[src/rtl/fifo_queue_pkg.sv]
// Shared defaults for the fifo_queue block and its storage sub-module.
package fifo_queue_pkg;

  // Default geometry: four entries of one 32-bit audio sample each.
  localparam int FIFO_DEFAULT_DEPTH = 4;
  localparam int FIFO_DEFAULT_WIDTH = 32;

endpackage : fifo_queue_pkg

[src/rtl/fifo_queue_ram.sv]
// Simple dual-port storage for fifo_queue: one write port, one registered
// read port. Contents are never reset; only the read register is.
module fifo_queue_ram
  import fifo_queue_pkg::*;
#(
  parameter int DEPTH = FIFO_DEFAULT_DEPTH,
  parameter int WIDTH = FIFO_DEFAULT_WIDTH,
  parameter int AW    = $clog2(DEPTH)
) (
  input  logic             i_clock,
  input  logic             i_reset,
  input  logic             i_we,
  input  logic [AW-1:0]    i_waddr,
  input  logic [WIDTH-1:0] i_wdata,
  input  logic             i_re,
  input  logic [AW-1:0]    i_raddr,
  output logic [WIDTH-1:0] o_rdata
);

  logic [WIDTH-1:0] r_mem [DEPTH];
  logic [WIDTH-1:0] r_rdata;

  // Write port: storage has no reset so it maps onto block/distributed RAM.
  always_ff @(posedge i_clock) begin
    if (i_we) begin
      r_mem[i_waddr] <= i_wdata;
    end
  end

  // Registered read port: holds its value until the next accepted read.
  always_ff @(posedge i_clock or posedge i_reset) begin
    if (i_reset) begin
      r_rdata <= '0;
    end else if (i_re) begin
      r_rdata <= r_mem[i_raddr];
    end
  end

  assign o_rdata = r_rdata;

endmodule : fifo_queue_ram

[src/rtl/fifo_queue.sv]
// Single-clock synchronous FIFO. The occupancy count is the only source of
// full/empty truth, so the pointers can simply wrap without an extra bit.
module fifo_queue
  import fifo_queue_pkg::*;
#(
  parameter int DEPTH = FIFO_DEFAULT_DEPTH,
  parameter int WIDTH = FIFO_DEFAULT_WIDTH
) (
  input  logic                     i_clock,
  input  logic                     i_reset,
  input  logic                     i_write,
  input  logic [WIDTH-1:0]         i_wdata,
  input  logic                     i_read,
  output logic [WIDTH-1:0]         o_rdata,
  output logic                     o_empty,
  output logic                     o_almost_full,
  output logic [$clog2(DEPTH):0]   o_queued
);

  localparam int AW = $clog2(DEPTH);
  localparam int CW = AW + 1;

  localparam logic [CW-1:0] FULL_COUNT   = CW'(DEPTH);
  localparam logic [CW-1:0] ALMOST_COUNT = CW'(DEPTH - 1);

  logic [AW-1:0] r_wptr;
  logic [AW-1:0] r_rptr;
  logic [CW-1:0] r_count;

  logic w_wr_en;
  logic w_rd_en;

  // A write is dropped when full (even with a read this edge); a read is
  // ignored when empty (even with a write this edge).
  always_comb begin
    w_wr_en = i_write && (r_count != FULL_COUNT);
    w_rd_en = i_read  && (r_count != '0);
  end

  // Pointer and occupancy bookkeeping; simultaneous push+pop leaves count alone.
  always_ff @(posedge i_clock or posedge i_reset) begin
    if (i_reset) begin
      r_wptr  <= '0;
      r_rptr  <= '0;
      r_count <= '0;
    end else begin
      if (w_wr_en) begin
        r_wptr <= r_wptr + AW'(1);
      end
      if (w_rd_en) begin
        r_rptr <= r_rptr + AW'(1);
      end
      if (w_wr_en && !w_rd_en) begin
        r_count <= r_count + CW'(1);
      end else if (w_rd_en && !w_wr_en) begin
        r_count <= r_count - CW'(1);
      end
    end
  end

  // When reading and writing together with count>=1 the two addresses
  // differ, so the read returns the old head with no bypass path.
  fifo_queue_ram #(
    .DEPTH (DEPTH),
    .WIDTH (WIDTH),
    .AW    (AW)
  ) u_ram (
    .i_clock (i_clock),
    .i_reset (i_reset),
    .i_we    (w_wr_en),
    .i_waddr (r_wptr),
    .i_wdata (i_wdata),
    .i_re    (w_rd_en),
    .i_raddr (r_rptr),
    .o_rdata (o_rdata)
  );

  // Status flags decode straight from the registered count.
  always_comb begin
    o_empty       = (r_count == '0);
    o_almost_full = (r_count >= ALMOST_COUNT);
    o_queued      = r_count;
  end

endmodule : fifo_queue

[config.mk]
export PLATFORM = sky130hd
export DESIGN_NAME = fifo_queue
export DESIGN_NICKNAME = d
export VERILOG_FILES = /design/src/rtl/fifo_queue_pkg.sv /design/src/rtl/fifo_queue_ram.sv /design/src/rtl/fifo_queue.sv
export SDC_FILE = /design/constraint.sdc
export NUM_CORES = 1
export LEC_CHECK = 0
export ABC_CLOCK_PERIOD_IN_PS = 2200
export BUFFER_PORTS_ARGS = -buffer_cell sky130_fd_sc_hd__buf_2
export CORE_MARGIN = 2
export CORE_UTILIZATION = 52
export CTS_CLUSTER_SIZE = 24
export DETAILED_ROUTE_END_ITERATION = 7
export PLACE_DENSITY = 0.75
export SYNTH_ARGS = -nofsm -noshare
export SYNTH_HDL_FRONTEND = slang
export SYNTH_SLANG_ARGS = --single-unit
[constraint.sdc]
create_clock -name i_clock -period 2.2 [get_ports i_clock]
set_input_delay 0.22 -clock i_clock [delete_from_list [all_inputs] [get_ports i_clock]]
set_output_delay 0.22 -clock i_clock [all_outputs]
set_load 0.02 [all_outputs]
==> flow_summary.ini <==
[status]
outcome = finished, final reports clean

[yosys]
synth_most_common_cell = edfxtp_1
syn_area_sq_um = 6260
synthArstFlopShare_pct = 23.4
synth_top_cell_by_area = edfxtp_1
yosysTopAreaCellShare_pct = 61.4
netlist_instances = 273
syn-num-nets = 315
synth_common_cells = edfxtp_1, dfrtp_1, mux2_2, mux4_2, buf_6
synth_ff_type = edfxtp_1
postSynthAreaPerCell_sq_um = 22.9
netlist-cell-type-count = 19
ys_ff_latch = 167
synth_edf_count = 128
synthTopCellsByArea = edfxtp_1, dfrtp_1, mux4_2
synth-seq-area-share_pct = 77.0
yosysWarnings = 0

[route]
ant_nets = 0
avgViaCountPerCell = 5.48
routed_wl_um = 10200
drt_pass1_iterations = 4
vias = 2895
wl_per_cell_um = 19.2
drtIter0Drc = 145
drc = 0

[power]
netSwitchingFraction_pct = 28.5
p_per_area_nw_per_um2 = 1430
p_total_w = 0.0107
power_switching_w = 0.00306
p_comb_share_pct = 29.5
intPower_w = 0.00767
pwr-share-clk_pct = 26.5
cellLeakagePower_nw = 2.75
vdd_drop_max_uv = 755
p_seq_share_pct = 44.0

[floorplan]
core_area_sq_um = 11900
initial_core_util_pct = 52.8
num_rows = 40
die_y_um = 114
boundaryPins = 73
die-area_sq_um = 12900
die_w_um = 114

[timing]
hold_violations = 0
setup_viol = 0
grt_setup_unrepaired = false
max_slew_margin_pct = 62.5
fin_crit_ns = 1.87
tns_ns = 0
worst_pin_slew_ns = 0.563
fin_worst_skew_ns = 0.00800
post-route-period-util_pct = 85.1
fmax_mhz = 534
fin_ws_ns = 0.327
drv_slew = 0

[worst_setup_path]
r2r-start = o_queued[0]$_DFFE_PP0P_
worstSetupEndpointType = flop
reg2reg_to = o_queued[2]$_DFFE_PP0P_
crit_start = o_queued[0]$_DFFE_PP0P_
worstSetupStartpointType = flop
crit_fanout = 7
crit_required_ns = 2.54
cp.arrival_ns = 2.21
rr_worst_depth = 7
crit_type = reg2reg
reg2reg_setup_slack_ns = 0.33

[layout]
fin_util_pct = 63.3
multi_input_area_sq_um = 1340
antenna_cells = 0
finalNetCount = 410
final-seq-area_sq_um = 4820
fill_cells = 830
drive_gt1_share_pct = 48.8
area_growth_pct = 19.9

[placement]
gp_congestion = 0.735
dp_hpwl_um = 6000
port_buffers = 72
pre_cts_slack_ns = 0.312

[clock_tree]
post_cts_buffers = 0
cts_max_level = 4
clk_pin_slew_ns = 0.06
clk_latency_ns = 0.42
hold_buffers = 3
cts_resized = 0
root_buffer = clkbuf_16
ctsLongestPathBuffers = 2
cts.sinks = 167
numCtsBuffers = 17
cts_tree = built

[grt]
grt_use_total_pct = 17.5
grt_max_degree = 40
grt_pass1_vias = 2997
grt_pass1_wl_um = 16100
antenna_found_initial = 0
overflow = 0

[hold_path]
worstHoldEndpoint = u_ram.r_mem[1][10]$_DFFE_PP_
holdPathStages = 1
min_from = i_wdata[10]
hp-class = in2reg

[flow_run]
cap_violations = 0
-- cells by family (layout without fill, tap and decap cells) --
family	count (synthesis)	in the layout	synth area share, %
compound gates	3	3	0.640
xor+xnor	6	6	0.839
fa+ha+maj	6	6	1.32
buf+inv	17	125	1.88
flops	167	167	77.0
mux	66	66	17.7
simple gates	8	8	0.659
-- worst max-delay path by stage --
stage                                    to  depth (start not counted)  slack [ns]
2_1_floorplan   u_ram.r_mem[2][0]$_DFFE_PP_                          3      -0.009
3_3_place_gp        o_queued[2]$_DFFE_PP0P_                          8        0.40
3_5_place_dp   u_ram.o_rdata[8]$_DFFE_PP0P_                          3        0.31
4_1_cts             o_queued[2]$_DFFE_PP0P_                          7        0.30
5_1_grt             o_queued[2]$_DFFE_PP0P_                          7        0.25
6_report            o_queued[2]$_DFFE_PP0P_                          7        0.33
-- layout by cell type (no fill, tap or decap), types with 2 or more instances in the layout --
master,n
dfrtp_1,35
bufinv_16,2
mux4_2,31
edfxtp_1,128
clkbuf_16,17
mux2_2,34
dfrtp_2,4
buf_12,6
buf_4,7
clkbuf_1,8
and2_2,4
clkbuf_8,4
dlygate4sd3_1,3
xor2_1,3
buf_2,72
nor2_1,3
ha_1,4
inv_1,4
xnor2_1,3
-- per-layer routing --
metal	vias to the layer above	share of wire [%]	track usage (%)
met1	1510	41	22.0
met4	0	2.1	9.11
met5	-	0	0
li1	1285	-	-
met3	19	4.4	4.36
met2	81	52	28.7
-- state kept, by name, summed over array words and instances, names as in the netlist --
register,count
u_ram.r_mem,128
r_rptr,2
r_wptr,2
u_ram.o_rdata,32
o_queued,3
-- final cells by class --
| type | count | area share, % |
|---|---|---|
| inverter | 5 | 0.250 |
| multi-input combinational | 89 | 17.9 |
| clock inverter | 3 | 0.850 |
| timing repair buffer | 88 | 7.50 |
| clock buffer | 29 | 6.80 |
| sequential | 167 | 64.3 |
| tap | 147 | 2.45 |
-- power by group through the flow --
stage / clock, W / combinational (W) / sequential [W]
6_report: 0.00285 / 0.00316 / 0.00472
5_1_grt: 0.00303 / 0.00345 / 0.00481
4_1_cts: 0.00290 / 0.00324 / 0.00473
3_5_place_dp: 0 / 0.00322 / 0.00479
3_3_place_gp: 0 / 0.00315 / 0.00474
2_1_floorplan: 0 / 0.00194 / 0.00506
-- worst max-delay path: stages, from the launching register on --
cell and delay, ns:
dfrtp_2 0.48, o31ai_4 0.34, ha_4 0.18, inv_1 0.05
fa_2 0.33, xor2_1 0.15, nor2_1 0.12, xor2_1 0.14
-- through the flow --
stage / instances / hold WS, ns / instance area (sq um)
final: 528 / 0.0201 / 7510
after global placement: 493 / 0.393 / 6900
after CTS: 528 / 0.00163 / 7510
after detailed placement: 493 / 0.407 / 6900
after floorplan: 273 / 0.319 / 6290
after global routing: 528 / 0.00430 / 7510
Power figures use the tool's default switching activity.
